<file path="src/rtl/sev_seg_pkg.sv">
// Shared constants for the seven-segment scanner: hex segment table (active-low form)
// and the polarity helper used wherever a segment pattern reaches the pins.
package sev_seg_pkg;

    typedef logic [6:0] seg_t;

    localparam seg_t SEG_OFF = 7'b1111111;

    // Packed {g,f,e,d,c,b,a} patterns, index 15 (F) first so HEX_SEG_AL[n] is digit n.
    localparam logic [15:0][6:0] HEX_SEG_AL = {
        7'b0001110, 7'b0000110, 7'b0100001, 7'b1000110,
        7'b0000011, 7'b0001000, 7'b0010000, 7'b0000000,
        7'b1111000, 7'b0000010, 7'b0010010, 7'b0011001,
        7'b0110000, 7'b0100100, 7'b1111001, 7'b1000000
    };

    function automatic seg_t seg_polarity(input seg_t seg_al, input logic active_low);
        return active_low ? seg_al : ~seg_al;
    endfunction

endpackage

</file>
<file path="src/rtl/sev_seg_hex_decoder.sv">
// Combinational hex digit to seven-segment decoder with selectable output polarity.
module sev_seg_hex_decoder
    import sev_seg_pkg::*;
#(
    parameter bit ACTIVE_LOW = 1'b1
) (
    input  logic [3:0] hex,
    output logic [6:0] seg
);

    assign seg = seg_polarity(HEX_SEG_AL[hex], ACTIVE_LOW);

endmodule

</file>
<file path="src/rtl/sev_seg_scanner.sv">
// Multiplexed seven-segment scanner: one digit per tick, frame-synchronous capture,
// decimal points, leading-zero blanking, per-digit blink and selectable polarity.
module sev_seg_scanner
    import sev_seg_pkg::*;
#(
    parameter int NUM_DIGITS        = 8,
    parameter int ACTIVE_LOW        = 1,
    parameter int BLINK_HALF_PERIOD = 250
) (
    input  logic                    sclk_1ms,
    input  logic                    rst,
    input  logic [4*NUM_DIGITS-1:0] data,
    input  logic [NUM_DIGITS-1:0]   dp_in,
    input  logic [NUM_DIGITS-1:0]   blink_en,
    input  logic                    blank_lz,
    output logic [6:0]              LED_Out,
    output logic                    LED_DP,
    output logic [NUM_DIGITS-1:0]   LED_Control,
    output logic                    frame_done
);

    localparam int SEL_W = $clog2(NUM_DIGITS);
    localparam int CNT_W = $clog2(BLINK_HALF_PERIOD + 1);
    localparam logic [SEL_W-1:0] SEL_LAST = SEL_W'(NUM_DIGITS - 1);
    localparam logic [CNT_W-1:0] CNT_LAST = CNT_W'(BLINK_HALF_PERIOD - 1);
    localparam bit AL = (ACTIVE_LOW != 0);
    localparam logic [6:0] SEG_OFF_POL = seg_polarity(SEG_OFF, AL);
    localparam logic [NUM_DIGITS-1:0] CTRL_XOR = {NUM_DIGITS{AL}};

    logic [SEL_W-1:0]               sel;
    logic [NUM_DIGITS-1:0][3:0]     shadow_data;
    logic [NUM_DIGITS-1:0]          shadow_dp;
    logic [NUM_DIGITS-1:0]          shadow_blink;
    logic                           shadow_lz;
    logic [CNT_W-1:0]               blink_cnt;
    logic                           blink_on;

    logic [NUM_DIGITS-1:0]          lz_mask;
    logic [3:0]                     cur_hex;
    logic                           cur_dp;
    logic                           cur_blink;
    logic                           blink_off;
    logic                           seg_kill;
    logic                           dp_on;
    logic [NUM_DIGITS-1:0]          onehot;
    logic [6:0]                     dec_seg;

    // Leading-zero run from the top digit; digit 0 is left out so it always shows.
    always_comb begin
        logic run;
        lz_mask = '0;
        run     = shadow_lz;
        for (int i = NUM_DIGITS - 1; i >= 1; i--) begin
            if (run && (shadow_data[i] == 4'h0) && !shadow_dp[i])
                lz_mask[i] = 1'b1;
            else
                run = 1'b0;
        end
    end

    // Digit 0 is driven on the capture edge itself, so it reads the live inputs.
    always_comb begin
        cur_hex   = shadow_data[sel];
        cur_dp    = shadow_dp[sel];
        cur_blink = shadow_blink[sel];
        if (sel == '0) begin
            cur_hex   = data[3:0];
            cur_dp    = dp_in[0];
            cur_blink = blink_en[0];
        end
        blink_off = !blink_on && cur_blink;
        seg_kill  = lz_mask[sel] || blink_off;
        dp_on     = cur_dp && !seg_kill;
        onehot    = '0;
        if (!blink_off)
            onehot[sel] = 1'b1;
    end

    sev_seg_hex_decoder #(
        .ACTIVE_LOW (AL)
    ) u_dec (
        .hex (cur_hex),
        .seg (dec_seg)
    );

    always_ff @(posedge sclk_1ms or posedge rst) begin
        if (rst) begin
            sel          <= '0;
            shadow_data  <= '0;
            shadow_dp    <= '0;
            shadow_blink <= '0;
            shadow_lz    <= 1'b0;
        end else begin
            sel <= (sel == SEL_LAST) ? '0 : sel + 1'b1;
            if (sel == '0) begin
                shadow_data  <= data;
                shadow_dp    <= dp_in;
                shadow_blink <= blink_en;
                shadow_lz    <= blank_lz;
            end
        end
    end

    // Blink timer free-runs independently of the scan frame.
    always_ff @(posedge sclk_1ms or posedge rst) begin
        if (rst) begin
            blink_cnt <= '0;
            blink_on  <= 1'b1;
        end else if (blink_cnt == CNT_LAST) begin
            blink_cnt <= '0;
            blink_on  <= !blink_on;
        end else begin
            blink_cnt <= blink_cnt + 1'b1;
        end
    end

    // Output register stage
    always_ff @(posedge sclk_1ms or posedge rst) begin
        if (rst) begin
            LED_Out     <= SEG_OFF_POL;
            LED_DP      <= AL;
            LED_Control <= CTRL_XOR;
            frame_done  <= 1'b0;
        end else begin
            LED_Out     <= seg_kill ? SEG_OFF_POL : dec_seg;
            LED_DP      <= dp_on ^ AL;
            LED_Control <= onehot ^ CTRL_XOR;
            frame_done  <= (sel == SEL_LAST);
        end
    end

endmodule

</file>
<file path="config.mk">
export PLATFORM = sky130hd
export DESIGN_NAME = sev_seg_scanner
export DESIGN_NICKNAME = d
export VERILOG_FILES = /design/src/rtl/sev_seg_pkg.sv /design/src/rtl/sev_seg_hex_decoder.sv /design/src/rtl/sev_seg_scanner.sv
export SDC_FILE = /design/constraint.sdc
export NUM_CORES = 1
export LEC_CHECK = 0
export ABC_AREA = 1
export BUFFER_PORTS_ARGS = -buffer_cell sky130_fd_sc_hd__clkbuf_2
export CAP_MARGIN = 0
export CORE_AREA = 2 2 88 90
export CTS_CLUSTER_DIAMETER = 100
export CTS_CLUSTER_SIZE = 28
export DETAILED_ROUTE_END_ITERATION = 6
export DIE_AREA = 0 0 90 92
export PLACE_DENSITY = 0.85
export SYNTH_ARGS = -nofsm -noshare
export SYNTH_HDL_FRONTEND = slang
export SYNTH_SLANG_ARGS = --single-unit
</file>
<file path="constraint.sdc">
create_clock -name sclk_1ms -period 3 [get_ports sclk_1ms]
set_clock_uncertainty 0.05 [all_clocks]
set_input_delay 0.6 -clock sclk_1ms [delete_from_list [all_inputs] [get_ports sclk_1ms]]
set_output_delay 0.6 -clock sclk_1ms [all_outputs]
set_load 0.05 [all_outputs]
</file>
==> flow_summary.html, run 1 <==
<table>
<tr><th>Metric</th><th>Value</th></tr>
<tr><th colspan="2">Floorplanning</th></tr>
<tr><td>Die H</td><td>92 um</td></tr>
<tr><td>Starting Density</td><td>53.1%</td></tr>
<tr><td>Placeable core region</td><td>7450 um^2</td></tr>
<tr><td>Count of pins on the block boundary</td><td>68</td></tr>
<tr><td>Die Width</td><td>90 um</td></tr>
<tr><td>Number of core rows</td><td>32</td></tr>
<tr><td>Overall die area</td><td>8280 um^2</td></tr>
<tr><th colspan="2">Layout</th></tr>
<tr><td>Area of combinational cells with multiple inputs</td><td>1690 um^2</td></tr>
<tr><td>Antenna diode count</td><td>0</td></tr>
<tr><td>Commonest non-fill, non-tap cell in the layout</td><td>sky130_fd_sc_hd__nand2_1</td></tr>
<tr><td>Seq. cell area</td><td>1970 um^2</td></tr>
<tr><td>Number of nets in the finished design</td><td>631</td></tr>
<tr><td>Final standard cell utilization of the core</td><td>60.8%</td></tr>
<tr><td>Layout cells sized above 1</td><td>22.6%</td></tr>
<tr><td>Highest-count cells in the layout ignoring fill and taps</td><td>sky130_fd_sc_hd__nand2_1, sky130_fd_sc_hd__clkbuf_2, sky130_fd_sc_hd__dfrtp_1, sky130_fd_sc_hd__inv_1, sky130_fd_sc_hd__nand3_1</td></tr>
<tr><td>Count of fill cells added during filler insertion</td><td>696</td></tr>
<tr><td>Area growth from synthesis to final layout</td><td>14.6%</td></tr>
<tr><th colspan="2">Synth</th></tr>
<tr><td>Synthesized netlist net count</td><td>566</td></tr>
<tr><td>Number of instances in the synthesized netlist</td><td>504</td></tr>
<tr><td>Number of flip-flops and latches in the synthesized netlist</td><td>78</td></tr>
<tr><td>Netlist area before placement</td><td>3950 um^2</td></tr>
<tr><td>Synth cell types</td><td>31</td></tr>
<tr><td>Register area share after synthesis</td><td>49.9%</td></tr>
<tr><td>Post-synth top area cell</td><td>sky130_fd_sc_hd__dfrtp_1</td></tr>
<tr><td>Cell types with the largest area share after synthesis</td><td>sky130_fd_sc_hd__dfrtp_1, sky130_fd_sc_hd__nand2_1, sky130_fd_sc_hd__dfstp_2, sky130_fd_sc_hd__nand3_1, sky130_fd_sc_hd__inv_1</td></tr>
<tr><td>Mean area per synthesized cell</td><td>7.84 um^2</td></tr>
<tr><td>Area fraction of the dominant cell type after synthesis</td><td>38.6%</td></tr>
<tr><td>Count of warnings emitted by yosys</td><td>0</td></tr>
<tr><th colspan="2">Clock tree</th></tr>
<tr><td>CTS root buffer</td><td>sky130_fd_sc_hd__clkbuf_8</td></tr>
<tr><td>Clk_lat worst skew</td><td>0.36 ns</td></tr>
<tr><td>Total of cells resized after clock tree synthesis</td><td>0</td></tr>
<tr><td>TritonCTS clock tree</td><td>done</td></tr>
<tr><td>Number of buffers added by the clock tree synthesis step</td><td>9</td></tr>
<tr><td>CTS Sinks</td><td>78</td></tr>
<tr><td>Number of buffers inserted for hold repair after clock tree synthesis</td><td>0</td></tr>
<tr><td>Clock Path Buffers</td><td>2</td></tr>
<tr><td>Clock slew at the register clock pins of the worst setup and hold paths</td><td>0.08 ns</td></tr>
<tr><td>Maximum level of the CTS H-tree</td><td>3</td></tr>
<tr><td>Post CTS Setup Buffer Count</td><td>0</td></tr>
<tr><th colspan="2">Drt</th></tr>
<tr><td>Detailed-route wire length</td><td>8.90 mm</td></tr>
<tr><td>Vias per cell</td><td>5.01</td></tr>
<tr><td>Number of DRC violations after detailed routing</td><td>0</td></tr>
<tr><td>Drt first-iter violations</td><td>167</td></tr>
<tr><td>Post-detailed-route count of antenna-violating nets</td><td>0</td></tr>
<tr><td>Pre-Repair DR Iteration Count</td><td>5</td></tr>
<tr><td>Total vias in the final route</td><td>3385</td></tr>
<tr><td>Wirelength per Cell</td><td>13.2 um</td></tr>
<tr><th colspan="2">Pwr</th></tr>
<tr><td>Power share of the sequential group</td><td>55.9%</td></tr>
<tr><td>Internal</td><td>0.00147 W</td></tr>
<tr><td>Part of the power in the clock network</td><td>34.2%</td></tr>
<tr><td>Sw Pwr</td><td>0.000541 W</td></tr>
<tr><td>Total power per unit cell area</td><td>443 nW/um^2</td></tr>
<tr><td>Combinational cell fraction of total power</td><td>9.9%</td></tr>
<tr><td>Proportion of total power due to net switching</td><td>27.0%</td></tr>
<tr><td>Leakage</td><td>2.36 nW</td></tr>
<tr><td>Maximum resistive drop on vdd</td><td>0.328 mV</td></tr>
<tr><th colspan="2">Critical path</th></tr>
<tr><td>Capturing element type of the critical path</td><td>register</td></tr>
<tr><td>Maximum fanout count along the critical path</td><td>39</td></tr>
<tr><td>Kind of cell with the highest combined delay on the critical path</td><td>simple AND/OR/NAND/NOR gates</td></tr>
<tr><td>Most frequent CP cell</td><td>sky130_fd_sc_hd__nand2_1</td></tr>
<tr><td>Worst R2R Path Depth</td><td>11</td></tr>
<tr><td>Cells traversed along the worst timing path</td><td>inv_2, ha_1, nand2_4, inv_2, buf_4, nand2_1, nand2_4, nand2_1, o21ai_1, nand2_1, nand2_1</td></tr>
<tr><td>Number of cells on the critical path</td><td>11</td></tr>
<tr><td>Crit path arrival time</td><td>2.81 ns</td></tr>
<tr><td>Longest individual stage delay on the worst path</td><td>0.39 ns</td></tr>
<tr><td>Worst Path Class, Setup</td><td>reg -&gt; reg</td></tr>
<tr><td>Master of the slowest instance on the critical path</td><td>sky130_fd_sc_hd__dfrtp_1</td></tr>
<tr><td>Required time of the critical path</td><td>3.25 ns</td></tr>
<tr><td>Worst Setup Start Kind</td><td>register</td></tr>
<tr><td>Buffering stage count on the worst path with inverters included</td><td>3</td></tr>
<tr><th colspan="2">Timing</th></tr>
<tr><td>Final number of max-transition violations</td><td>0</td></tr>
<tr><td>Final hold violation count</td><td>0</td></tr>
<tr><td>Fin crit period</td><td>2.55 ns</td></tr>
<tr><td>Period utilization</td><td>85.1%</td></tr>
<tr><td>Transition time at the pin with the least slew margin</td><td>0.543 ns</td></tr>
<tr><td>Setup repair after global routing missed its margin</td><td>false</td></tr>
<tr><td>Fmax</td><td>0.392 GHz</td></tr>
<tr><td>Final setup violation count</td><td>0</td></tr>
<tr><td>Relative slew margins</td><td>63.8%</td></tr>
<tr><td>Sum of negative setup slack</td><td>0 ns</td></tr>
<tr><th colspan="2">GRT</th></tr>
<tr><td>Initial antenna violation count</td><td>0</td></tr>
<tr><td>Aggregate global-route resource usage</td><td>23.5%</td></tr>
<tr><td>Remaining global-route overflow</td><td>0</td></tr>
<tr><td>First-pass GRT wire length</td><td>15.5 mm</td></tr>
<tr><td>Number of global-route vias before repair</td><td>3405</td></tr>
<tr><td>Largest net degree at the start of global routing</td><td>79</td></tr>
<tr><th colspan="2">Flow run</th></tr>
<tr><td>Maxcap violations</td><td>0</td></tr>
<tr><th colspan="2">Place</th></tr>
<tr><td>Quantity of I/O buffers inserted on ports</td><td>67</td></tr>
<tr><td>Placer's final routability congestion estimate</td><td>1.02</td></tr>
<tr><td>HPWL reported at the end of detailed placement</td><td>6.47 mm</td></tr>
<tr><th colspan="2">Outcome</th></tr>
<tr><td>Status</td><td>complete, no violations</td></tr>
<tr><th colspan="2">Worst hold path</th></tr>
<tr><td>Path class of the lowest-slack min-delay path</td><td>in -&gt; async</td></tr>
</table>
## per-stage QoR
step	worst slack [ns]	total power, W	instance area [um^2]	hold WS (ns)	cells
6_report	0.447	0.00201	4530	0.263	676
5_1_grt	0.212	0.00209	4530	0.288	676
4_1_cts	0.472	0.00202	4530	0.272	676
3_5_place_dp	0.508	0.00134	4360	0.420	660
3_3_place_gp	0.547	0.00134	4360	0.420	660
2_1_floorplan	0.383	0.00127	3950	0.399	504
## synthesized netlist by cell type
cell type / instances
sky130_fd_sc_hd__a21oi_1: 10
sky130_fd_sc_hd__a21oi_4: 1
sky130_fd_sc_hd__a31oi_1: 1
sky130_fd_sc_hd__buf_1: 4
sky130_fd_sc_hd__buf_2: 7
sky130_fd_sc_hd__buf_4: 2
sky130_fd_sc_hd__buf_6: 3
sky130_fd_sc_hd__clkbuf_1: 3
sky130_fd_sc_hd__dfrtp_1: 61
sky130_fd_sc_hd__dfstp_2: 17
sky130_fd_sc_hd__ha_1: 11
sky130_fd_sc_hd__inv_1: 41
sky130_fd_sc_hd__inv_2: 7
sky130_fd_sc_hd__nand2_1: 198
sky130_fd_sc_hd__nand2_2: 5
sky130_fd_sc_hd__nand2_4: 3
sky130_fd_sc_hd__nand3_1: 40
sky130_fd_sc_hd__nand3_2: 1
sky130_fd_sc_hd__nand4_1: 9
sky130_fd_sc_hd__nor2_1: 35
sky130_fd_sc_hd__nor2_2: 5
sky130_fd_sc_hd__nor3_1: 5
sky130_fd_sc_hd__nor4_1: 1
sky130_fd_sc_hd__nor4_4: 1
sky130_fd_sc_hd__o211ai_1: 2
sky130_fd_sc_hd__o21a_1: 1
sky130_fd_sc_hd__o21ai_0: 15
sky130_fd_sc_hd__o21ai_1: 12
sky130_fd_sc_hd__o21ai_4: 1
sky130_fd_sc_hd__or2_0: 1
sky130_fd_sc_hd__xor2_1: 1
## path summary, 6_finish.rpt
kind                                    from         endpoint  slack [ns]
worst max-delay path                  sel[0]       LED_Out[5]        0.45
worst min-delay path                     rst   shadow_data[2]        0.26
worst max register to register        sel[0]       LED_Out[5]        0.45
worst min register to register  blink_cnt[0]     blink_cnt[0]        0.45
max in group asynchronous                rst         blink_on        2.31
min in group sclk_1ms            blink_en[2]  shadow_blink[2]        0.38
## logic make-up (layout without fill, tap and decap cells)
kind of cell,after synthesis,count (layout),share of synthesized area [%]
fa+ha+maj,11,11,3.48
simple gates,304,304,32.8
buf+inv,67,137,7.34
compound gates,43,43,6.24
xor+xnor,1,1,0.222
flops,78,78,49.9
## layout make-up
| type | count | area share [%] |
|---|---|---|
| well taps | 102 | 2.82 |
| clock inverters | 6 | 0.856 |
| inverters | 48 | 3.98 |
| multi-input cells | 359 | 37.3 |
| clock buffers | 10 | 2.82 |
| repair buffers | 73 | 8.67 |
| flip-flops and latches | 78 | 43.6 |
## per-layer routing
metal	share of wire, %	up-vias	track usage (%)
met2	47	101	37.3
met4	2.7	0	12.1
met3	5.0	20	3.78
li1	-	1711	-
met5	0	-	0
met1	45	1553	31.6
## sequential cells by signal, summed over array words and instances, names as in the netlist
name and cells:
LED_Control 8, LED_DP 1, LED_Out 7, blink_cnt 8, blink_on 1, frame_done 1, sel 3, shadow_blink 8
shadow_data 32, shadow_dp 8, shadow_lz 1
## worst min-delay path, stage by stage
cell                       delay [ns]
sky130_fd_sc_hd__clkbuf_2        0.08
sky130_fd_sc_hd__inv_2           0.06
sky130_fd_sc_hd__buf_12          0.34
## power by group through the flow
stage	logic [W]	clock network [W]	registers, W
6_report	0.000199	0.000686	0.00112
5_1_grt	0.000225	0.000740	0.00113
4_1_cts	0.000201	0.000697	0.00112
3_5_place_dp	0.000200	0	0.00114
3_3_place_gp	0.000195	0	0.00114
2_1_floorplan	0.0000977	0	0.00117
(Power assumes the default switching activity.)
==> inputs of run 2 (changes only) <==
Settings changed: RECOVER_POWER set to 100.
==> flow_summary.html, run 2 (synthesis gave the netlist of run 1 again) <==
<table>
<tr><th>Metric</th><th>Value</th></tr>
<tr><th colspan="2">Outcome</th></tr>
<tr><td>Status</td><td>finished with violations</td></tr>
<tr><td>Failing checks</td><td>max-capacitance violations, max-slew violations</td></tr>
<tr><th colspan="2">Layout</th></tr>
<tr><td>Highest-count cells in the layout ignoring fill and taps</td><td>sky130_fd_sc_hd__nand2_1, sky130_fd_sc_hd__dfrtp_1, sky130_fd_sc_hd__clkbuf_2, sky130_fd_sc_hd__inv_1, sky130_fd_sc_hd__nand3_1</td></tr>
<tr><td>Number of non-filler instances in the completed layout</td><td>676</td></tr>
<tr><td>Seq. cell area</td><td>1970 um^2</td></tr>
<tr><td>Number of nets in the finished design</td><td>631</td></tr>
<tr><td>Max reg flops</td><td>32</td></tr>
<tr><td>Area growth from synthesis to final layout</td><td>12.9%</td></tr>
<tr><td>Commonest non-fill, non-tap cell in the layout</td><td>sky130_fd_sc_hd__nand2_1</td></tr>
<tr><td>Antenna diode count</td><td>0</td></tr>
<tr><td>Register name with the most flops</td><td>shadow_data</td></tr>
<tr><td>Count of fill cells added during filler insertion</td><td>709</td></tr>
<tr><td>Area of combinational cells with multiple inputs</td><td>1660 um^2</td></tr>
<tr><td>Layout cells sized above 1</td><td>18.3%</td></tr>
<tr><th colspan="2">Floorplanning</th></tr>
<tr><td>Placeable core region</td><td>7450 um^2</td></tr>
<tr><td>Starting Density</td><td>53.1%</td></tr>
<tr><td>Count of pins on the block boundary</td><td>68</td></tr>
<tr><td>Number of core rows</td><td>32</td></tr>
<tr><td>Die H</td><td>92 um</td></tr>
<tr><td>Overall die area</td><td>8280 um^2</td></tr>
<tr><td>Die Width</td><td>90 um</td></tr>
<tr><th colspan="2">Flow run</th></tr>
<tr><td>Maxcap violations</td><td>1</td></tr>
<tr><th colspan="2">GRT</th></tr>
<tr><td>Aggregate global-route resource usage</td><td>23.5%</td></tr>
<tr><td>Initial antenna violation count</td><td>0</td></tr>
<tr><td>Remaining global-route overflow</td><td>0</td></tr>
<tr><td>First-pass GRT wire length</td><td>15.5 mm</td></tr>
<tr><td>Largest net degree at the start of global routing</td><td>79</td></tr>
<tr><td>Number of global-route vias before repair</td><td>3405</td></tr>
<tr><th colspan="2">Critical path</th></tr>
<tr><td>Maximum fanout count along the critical path</td><td>14</td></tr>
<tr><td>Worst R2R Path Depth</td><td>14</td></tr>
<tr><td>Required time of the critical path</td><td>3.25 ns</td></tr>
<tr><td>Capturing element type of the critical path</td><td>register</td></tr>
<tr><td>Reg-to-Reg Start</td><td>sel[1]</td></tr>
<tr><td>Worst Path Class, Setup</td><td>reg -&gt; reg</td></tr>
<tr><td>Worst Setup Start Kind</td><td>register</td></tr>
<tr><td>Crit path arrival time</td><td>2.88 ns</td></tr>
<tr><td>Slack of the worst reg-to-reg path</td><td>0.36 ns</td></tr>
<tr><td>Endpoint of the most critical register-to-register path</td><td>LED_Out[1]</td></tr>
<tr><th colspan="2">Drt</th></tr>
<tr><td>Vias per cell</td><td>5.05</td></tr>
<tr><td>Wirelength per Cell</td><td>13.2 um</td></tr>
<tr><td>Drt first-iter violations</td><td>216</td></tr>
<tr><td>Post-detailed-route count of antenna-violating nets</td><td>0</td></tr>
<tr><td>Total vias in the final route</td><td>3414</td></tr>
<tr><td>Detailed-route wire length</td><td>8.95 mm</td></tr>
<tr><td>Number of DRC violations after detailed routing</td><td>0</td></tr>
<tr><td>Pre-Repair DR Iteration Count</td><td>5</td></tr>
<tr><th colspan="2">Clock tree</th></tr>
<tr><td>Total of cells resized after clock tree synthesis</td><td>0</td></tr>
<tr><td>CTS root buffer</td><td>sky130_fd_sc_hd__clkbuf_8</td></tr>
<tr><td>Post CTS Setup Buffer Count</td><td>0</td></tr>
<tr><td>Number of buffers inserted for hold repair after clock tree synthesis</td><td>0</td></tr>
<tr><td>Clock slew at the register clock pins of the worst setup and hold paths</td><td>0.08 ns</td></tr>
<tr><td>Clk_lat worst skew</td><td>0.36 ns</td></tr>
<tr><td>Clock Path Buffers</td><td>2</td></tr>
<tr><td>CTS Sinks</td><td>78</td></tr>
<tr><td>Number of buffers added by the clock tree synthesis step</td><td>9</td></tr>
<tr><td>TritonCTS clock tree</td><td>done</td></tr>
<tr><td>Maximum level of the CTS H-tree</td><td>3</td></tr>
<tr><th colspan="2">Pwr</th></tr>
<tr><td>Total power per unit cell area</td><td>449 nW/um^2</td></tr>
<tr><td>Leakage</td><td>2.30 nW</td></tr>
<tr><td>Maximum resistive drop on vdd</td><td>0.329 mV</td></tr>
<tr><th colspan="2">Timing</th></tr>
<tr><td>Transition time at the pin with the least slew margin</td><td>1.85 ns</td></tr>
<tr><td>Fin crit period</td><td>2.64 ns</td></tr>
<tr><td>Final hold violation count</td><td>0</td></tr>
<tr><td>Sum of negative setup slack</td><td>0 ns</td></tr>
<tr><td>Final setup violation count</td><td>0</td></tr>
<tr><td>Relative slew margins</td><td>-23.6%</td></tr>
<tr><td>Setup repair after global routing missed its margin</td><td>false</td></tr>
<tr><td>Fmax</td><td>0.379 GHz</td></tr>
<tr><td>Final number of max-transition violations</td><td>79</td></tr>
<tr><td>Period utilization</td><td>87.9%</td></tr>
<tr><th colspan="2">Place</th></tr>
<tr><td>HPWL reported at the end of detailed placement</td><td>6.47 mm</td></tr>
<tr><td>Placer's final routability congestion estimate</td><td>1.02</td></tr>
<tr><td>Placed Cells incl. Taps</td><td>660</td></tr>
<tr><td>Quantity of I/O buffers inserted on ports</td><td>67</td></tr>
<tr><th colspan="2">Worst hold path</th></tr>
<tr><td>Count of cells along the worst hold path</td><td>3</td></tr>
<tr><td>Path class of the lowest-slack min-delay path</td><td>in -&gt; reg</td></tr>
<tr><td>Hold-critical path endpoint</td><td>shadow_blink[7]</td></tr>
<tr><td>Startpoint of the tightest hold check path</td><td>blink_en[7]</td></tr>
</table>
run 2: cell types whose count changed in the layout (fill, tap and decap cells not counted):
cell | previous run | this run
sky130_fd_sc_hd__clkbuf_1 | 1 | 19
sky130_fd_sc_hd__clkbuf_2 | 67 | 52
sky130_fd_sc_hd__o21ai_0 | 15 | 25
sky130_fd_sc_hd__o21ai_1 | 12 | 2
sky130_fd_sc_hd__inv_1 | 40 | 44
sky130_fd_sc_hd__inv_2 | 8 | 4
sky130_fd_sc_hd__buf_4 | 5 | 3
sky130_fd_sc_hd__nand2_1 | 198 | 200
sky130_fd_sc_hd__buf_12 | 1 | 0
sky130_fd_sc_hd__nand2_2 | 5 | 4
sky130_fd_sc_hd__nand2_4 | 3 | 2
sky130_fd_sc_hd__nor4_1 | 1 | 2
sky130_fd_sc_hd__nor4_4 | 1 | 0
run 2: final cells by class:
class                      count  area share [%]
sequential                    78            44.2
multi-input combinational    359            37.3
timing repair buffer          73            7.85
inverter                      48            4.04
clock buffer                  10            2.86
tap                          102            2.86
clock inverter                 6           0.869
run 2: worst max path at each step:
stage	end	start
2_1_floorplan	blink_cnt[0]	rst
3_3_place_gp	LED_Out[3]	sel[1]
3_5_place_dp	LED_Out[1]	sel[1]
4_1_cts	LED_Out[3]	sel[1]
5_1_grt	LED_Out[3]	sel[1]
6_report	LED_Out[1]	sel[1]
run 2: per-stage QoR:
stage	setup slack (ns)	instance area [um^2]	total power [W]	hold WS (ns)	util, %
after floorplan	0.383	3950	0.00127	0.399	-
after global placement	0.547	4360	0.00134	0.420	58.6
after detailed placement	0.508	4360	0.00134	0.420	58.6
after CTS	0.472	4530	0.00202	0.272	60.8
after global routing	0.109	4460	0.00208	0.379	59.9
final	0.364	4460	0.00200	0.380	59.9
run 2: worst max-delay path: stages, from the launching register on:
cell and delay [ns]:
sky130_fd_sc_hd__dfrtp_1 0.66, sky130_fd_sc_hd__inv_1 0.24, sky130_fd_sc_hd__nor2_2 0.32, sky130_fd_sc_hd__nand3_1 0.13, sky130_fd_sc_hd__nand2_1 0.09, sky130_fd_sc_hd__nor2_1 0.04
sky130_fd_sc_hd__nand2_1 0.06, sky130_fd_sc_hd__nand2_1 0.05, sky130_fd_sc_hd__nand2_1 0.19, sky130_fd_sc_hd__inv_1 0.12, sky130_fd_sc_hd__ha_1 0.32, sky130_fd_sc_hd__nand2_1 0.09
sky130_fd_sc_hd__nor2_1 0.04, sky130_fd_sc_hd__nor2_1 0.10, sky130_fd_sc_hd__nand2_1 0.06
run 2: routing by layer:
layer / global-route usage (%) / up-vias / routed length, um
li1: - / 1708 / -
met1: 31.6 / 1566 / 4060
met2: 37.3 / 116 / 4150
met3: 3.78 / 24 / 459
met4: 12.1 / 0 / 284
met5: 0 / - / 0
run 2: where the power goes:
group | internal [W] | switching, W
combinational | 0.0000634 | 0.000128
sequential | 0.00110 | 0.0000230
clock | 0.000297 | 0.000390
total | 0.00146 | 0.000542
==> inputs of run 3 (changes only) <==
Settings changed: BUFFER_PORTS_ARGS -buffer_cell sky130_fd_sc_hd__clkbuf_2 to unset, CELL_PAD_IN_SITES_DETAIL_PLACEMENT set to 0, CELL_PAD_IN_SITES_GLOBAL_PLACEMENT set to 1, CORE_AREA 2 2 88 90 to 2 2 96 98, DIE_AREA 0 0 90 92 to 0 0 98 100, DONT_BUFFER_PORTS set to 1.
==> flow_summary.html, run 3 (synthesis gave the netlist of run 1 again) <==
<table>
<tr><th>Metric</th><th>Value</th></tr>
<tr><th colspan="2">Outcome</th></tr>
<tr><td>Status</td><td>complete, no violations</td></tr>
<tr><th colspan="2">Layout</th></tr>
<tr><td>Number of nets in the finished design</td><td>563</td></tr>
<tr><td>Layout cells sized above 1</td><td>7.51%</td></tr>
<tr><td>Highest-count cells in the layout ignoring fill and taps</td><td>sky130_fd_sc_hd__nand2_1, sky130_fd_sc_hd__dfrtp_1, sky130_fd_sc_hd__inv_1, sky130_fd_sc_hd__nand3_1, sky130_fd_sc_hd__nor2_1</td></tr>
<tr><td>Count of fill cells added during filler insertion</td><td>900</td></tr>
<tr><td>Area of combinational cells with multiple inputs</td><td>1660 um^2</td></tr>
<tr><td>Max reg flops</td><td>32</td></tr>
<tr><td>Commonest non-fill, non-tap cell in the layout</td><td>sky130_fd_sc_hd__nand2_1</td></tr>
<tr><td>Area growth from synthesis to final layout</td><td>6.39%</td></tr>
<tr><td>Seq. cell area</td><td>1970 um^2</td></tr>
<tr><td>Antenna diode count</td><td>0</td></tr>
<tr><td>Register name with the most flops</td><td>shadow_data</td></tr>
<tr><td>Number of non-filler instances in the completed layout</td><td>617</td></tr>
<tr><th colspan="2">Floorplanning</th></tr>
<tr><td>Die H</td><td>100 um</td></tr>
<tr><td>Die Width</td><td>98 um</td></tr>
<tr><td>Starting Density</td><td>44.5%</td></tr>
<tr><td>Count of pins on the block boundary</td><td>68</td></tr>
<tr><td>Number of core rows</td><td>35</td></tr>
<tr><td>Overall die area</td><td>9800 um^2</td></tr>
<tr><td>Placeable core region</td><td>8890 um^2</td></tr>
<tr><th colspan="2">Critical path</th></tr>
<tr><td>Required time of the critical path</td><td>3.25 ns</td></tr>
<tr><td>Worst Setup Start Kind</td><td>register</td></tr>
<tr><td>Longest individual stage delay on the worst path</td><td>0.60 ns</td></tr>
<tr><td>Master of the slowest instance on the critical path</td><td>sky130_fd_sc_hd__dfrtp_1</td></tr>
<tr><td>Worst Path Class, Setup</td><td>reg -&gt; reg</td></tr>
<tr><td>Buffering stage count on the worst path with inverters included</td><td>2</td></tr>
<tr><td>Kind of cell with the highest combined delay on the critical path</td><td>simple AND/OR/NAND/NOR gates</td></tr>
<tr><td>Most frequent CP cell</td><td>sky130_fd_sc_hd__nand2_1</td></tr>
<tr><td>Crit path arrival time</td><td>2.86 ns</td></tr>
<tr><td>Maximum fanout count along the critical path</td><td>29</td></tr>
<tr><td>Cells traversed along the worst timing path</td><td>inv_1, ha_1, nand2_1, clkbuf_2, nand2_1, nand2_1, nand2_4, nand2_2, nor2_1, nand2_1</td></tr>
<tr><td>Capturing element type of the critical path</td><td>register</td></tr>
<tr><th colspan="2">Timing</th></tr>
<tr><td>Transition time at the pin with the least slew margin</td><td>1.17 ns</td></tr>
<tr><td>Sum of negative setup slack</td><td>0 ns</td></tr>
<tr><td>Fin crit period</td><td>2.61 ns</td></tr>
<tr><td>Relative slew margins</td><td>21.0%</td></tr>
<tr><td>Setup repair after global routing missed its margin</td><td>false</td></tr>
<tr><td>Final hold violation count</td><td>0</td></tr>
<tr><td>Final number of max-transition violations</td><td>0</td></tr>
<tr><td>Period utilization</td><td>86.9%</td></tr>
<tr><td>Final setup violation count</td><td>0</td></tr>
<tr><td>Fmax</td><td>0.384 GHz</td></tr>
<tr><th colspan="2">Clock tree</th></tr>
<tr><td>Number of buffers inserted for hold repair after clock tree synthesis</td><td>0</td></tr>
<tr><td>Post CTS Setup Buffer Count</td><td>0</td></tr>
<tr><td>Clk_lat worst skew</td><td>0.36 ns</td></tr>
<tr><td>Maximum level of the CTS H-tree</td><td>3</td></tr>
<tr><td>CTS Sinks</td><td>78</td></tr>
<tr><td>Number of buffers added by the clock tree synthesis step</td><td>9</td></tr>
<tr><td>Total of cells resized after clock tree synthesis</td><td>0</td></tr>
<tr><td>TritonCTS clock tree</td><td>done</td></tr>
<tr><td>Clock Path Buffers</td><td>2</td></tr>
<tr><td>Clock slew at the register clock pins of the worst setup and hold paths</td><td>0.08 ns</td></tr>
<tr><td>CTS root buffer</td><td>sky130_fd_sc_hd__clkbuf_8</td></tr>
<tr><th colspan="2">GRT</th></tr>
<tr><td>Largest net degree at the start of global routing</td><td>58</td></tr>
<tr><td>Remaining global-route overflow</td><td>0</td></tr>
<tr><td>First-pass GRT wire length</td><td>15.0 mm</td></tr>
<tr><td>Aggregate global-route resource usage</td><td>19.6%</td></tr>
<tr><td>Number of global-route vias before repair</td><td>3082</td></tr>
<tr><td>Initial antenna violation count</td><td>0</td></tr>
<tr><th colspan="2">Flow run</th></tr>
<tr><td>Maxcap violations</td><td>0</td></tr>
<tr><th colspan="2">Drt</th></tr>
<tr><td>Number of DRC violations after detailed routing</td><td>0</td></tr>
<tr><td>Vias per cell</td><td>5.05</td></tr>
<tr><td>Pre-Repair DR Iteration Count</td><td>4</td></tr>
<tr><td>Total vias in the final route</td><td>3114</td></tr>
<tr><td>Detailed-route wire length</td><td>8.81 mm</td></tr>
<tr><td>Wirelength per Cell</td><td>14.3 um</td></tr>
<tr><td>Post-detailed-route count of antenna-violating nets</td><td>0</td></tr>
<tr><td>Drt first-iter violations</td><td>136</td></tr>
<tr><th colspan="2">Place</th></tr>
<tr><td>HPWL reported at the end of detailed placement</td><td>6.52 mm</td></tr>
<tr><td>Quantity of I/O buffers inserted on ports</td><td>0</td></tr>
<tr><td>Placer's final routability congestion estimate</td><td>0.909</td></tr>
<tr><td>Placed Cells incl. Taps</td><td>601</td></tr>
<tr><th colspan="2">Pwr</th></tr>
<tr><td>Part of the power in the clock network</td><td>40.5%</td></tr>
<tr><td>Maximum resistive drop on vdd</td><td>0.194 mV</td></tr>
<tr><td>Proportion of total power due to net switching</td><td>24.0%</td></tr>
<tr><td>Power share of the sequential group</td><td>53.9%</td></tr>
<tr><td>Internal</td><td>0.00163 W</td></tr>
<tr><td>Total power per unit cell area</td><td>509 nW/um^2</td></tr>
<tr><td>Sw Pwr</td><td>0.000513 W</td></tr>
<tr><td>Combinational cell fraction of total power</td><td>5.7%</td></tr>
<tr><td>Leakage</td><td>2.08 nW</td></tr>
<tr><th colspan="2">Worst hold path</th></tr>
<tr><td>Path class of the lowest-slack min-delay path</td><td>in -&gt; reg</td></tr>
</table>
-- run 3: final cells by class --
type	count	area share, %
Clock buffer	13	3.54
Tap cell	111	3.30
Sequential cell	78	46.9
Multi-Input combinational cell	359	39.6
Clock inverter	3	1.61
Timing Repair Buffer	5	0.774
Inverter	48	4.28
-- run 3: worst reg2reg max path, stage by stage, from the launching register on --
cell                       delay (ns)
sky130_fd_sc_hd__dfrtp_1         0.60
sky130_fd_sc_hd__inv_1           0.21
sky130_fd_sc_hd__ha_1            0.23
sky130_fd_sc_hd__nand2_1         0.26
sky130_fd_sc_hd__clkbuf_2        0.55
sky130_fd_sc_hd__nand2_1         0.12
sky130_fd_sc_hd__nand2_1         0.16
sky130_fd_sc_hd__nand2_4         0.11
sky130_fd_sc_hd__nand2_2         0.13
sky130_fd_sc_hd__nor2_1          0.06
sky130_fd_sc_hd__nand2_1         0.06
-- run 3: worst paths after layout --
kind | from | endpoint | slack, ns | cells past startpoint
min | data[25] | shadow_data[25] | 0.30 | 2
max | sel[1] | LED_Out[6] | 0.39 | 10
min in group asynchronous | rst | shadow_data[13] | 0.38 | 1
max in group asynchronous | rst | shadow_data[20] | 0.77 | 2
max reg2reg | sel[1] | LED_Out[6] | 0.39 | 10
min reg2reg | shadow_blink[4] | shadow_blink[4] | 0.44 | 2
-- run 3: power groups by stage --
stage	Sequential [W]	Combinational [W]	Clock, W
after floorplan	0.00117	0.0000977	0
after global placement	0.00118	0.000126	0
after detailed placement	0.00118	0.000128	0
after CTS	0.00116	0.000128	0.000885
after global routing	0.00116	0.000146	0.000944
final	0.00115	0.000121	0.000866
-- run 3: metrics by stage --
stage | total power (W) | cell area, um^2 | setup WS (ns) | utilization [%] | hold WS, ns
final | 0.00214 | 4210 | 0.393 | 47.3 | 0.298
after global routing | 0.00225 | 4210 | 0.0705 | 47.3 | 0.283
after CTS | 0.00217 | 4250 | 0.507 | 47.8 | 0.189
after detailed placement | 0.00131 | 4030 | 0.518 | 45.3 | 0.424
after global placement | 0.00130 | 4030 | 0.588 | 45.3 | 0.428
after floorplan | 0.00127 | 3950 | 0.383 | - | 0.399
-- run 3: metal layers --
metal  vias to the layer above  routed length (um)  GRT usage (%)
met3                        23                 425           5.71
met2                        79                4040           29.9
met4                         0                 235           8.44
li1                       1572                   -              -
met1                      1440                4110           26.1
met5                         -                   0              0
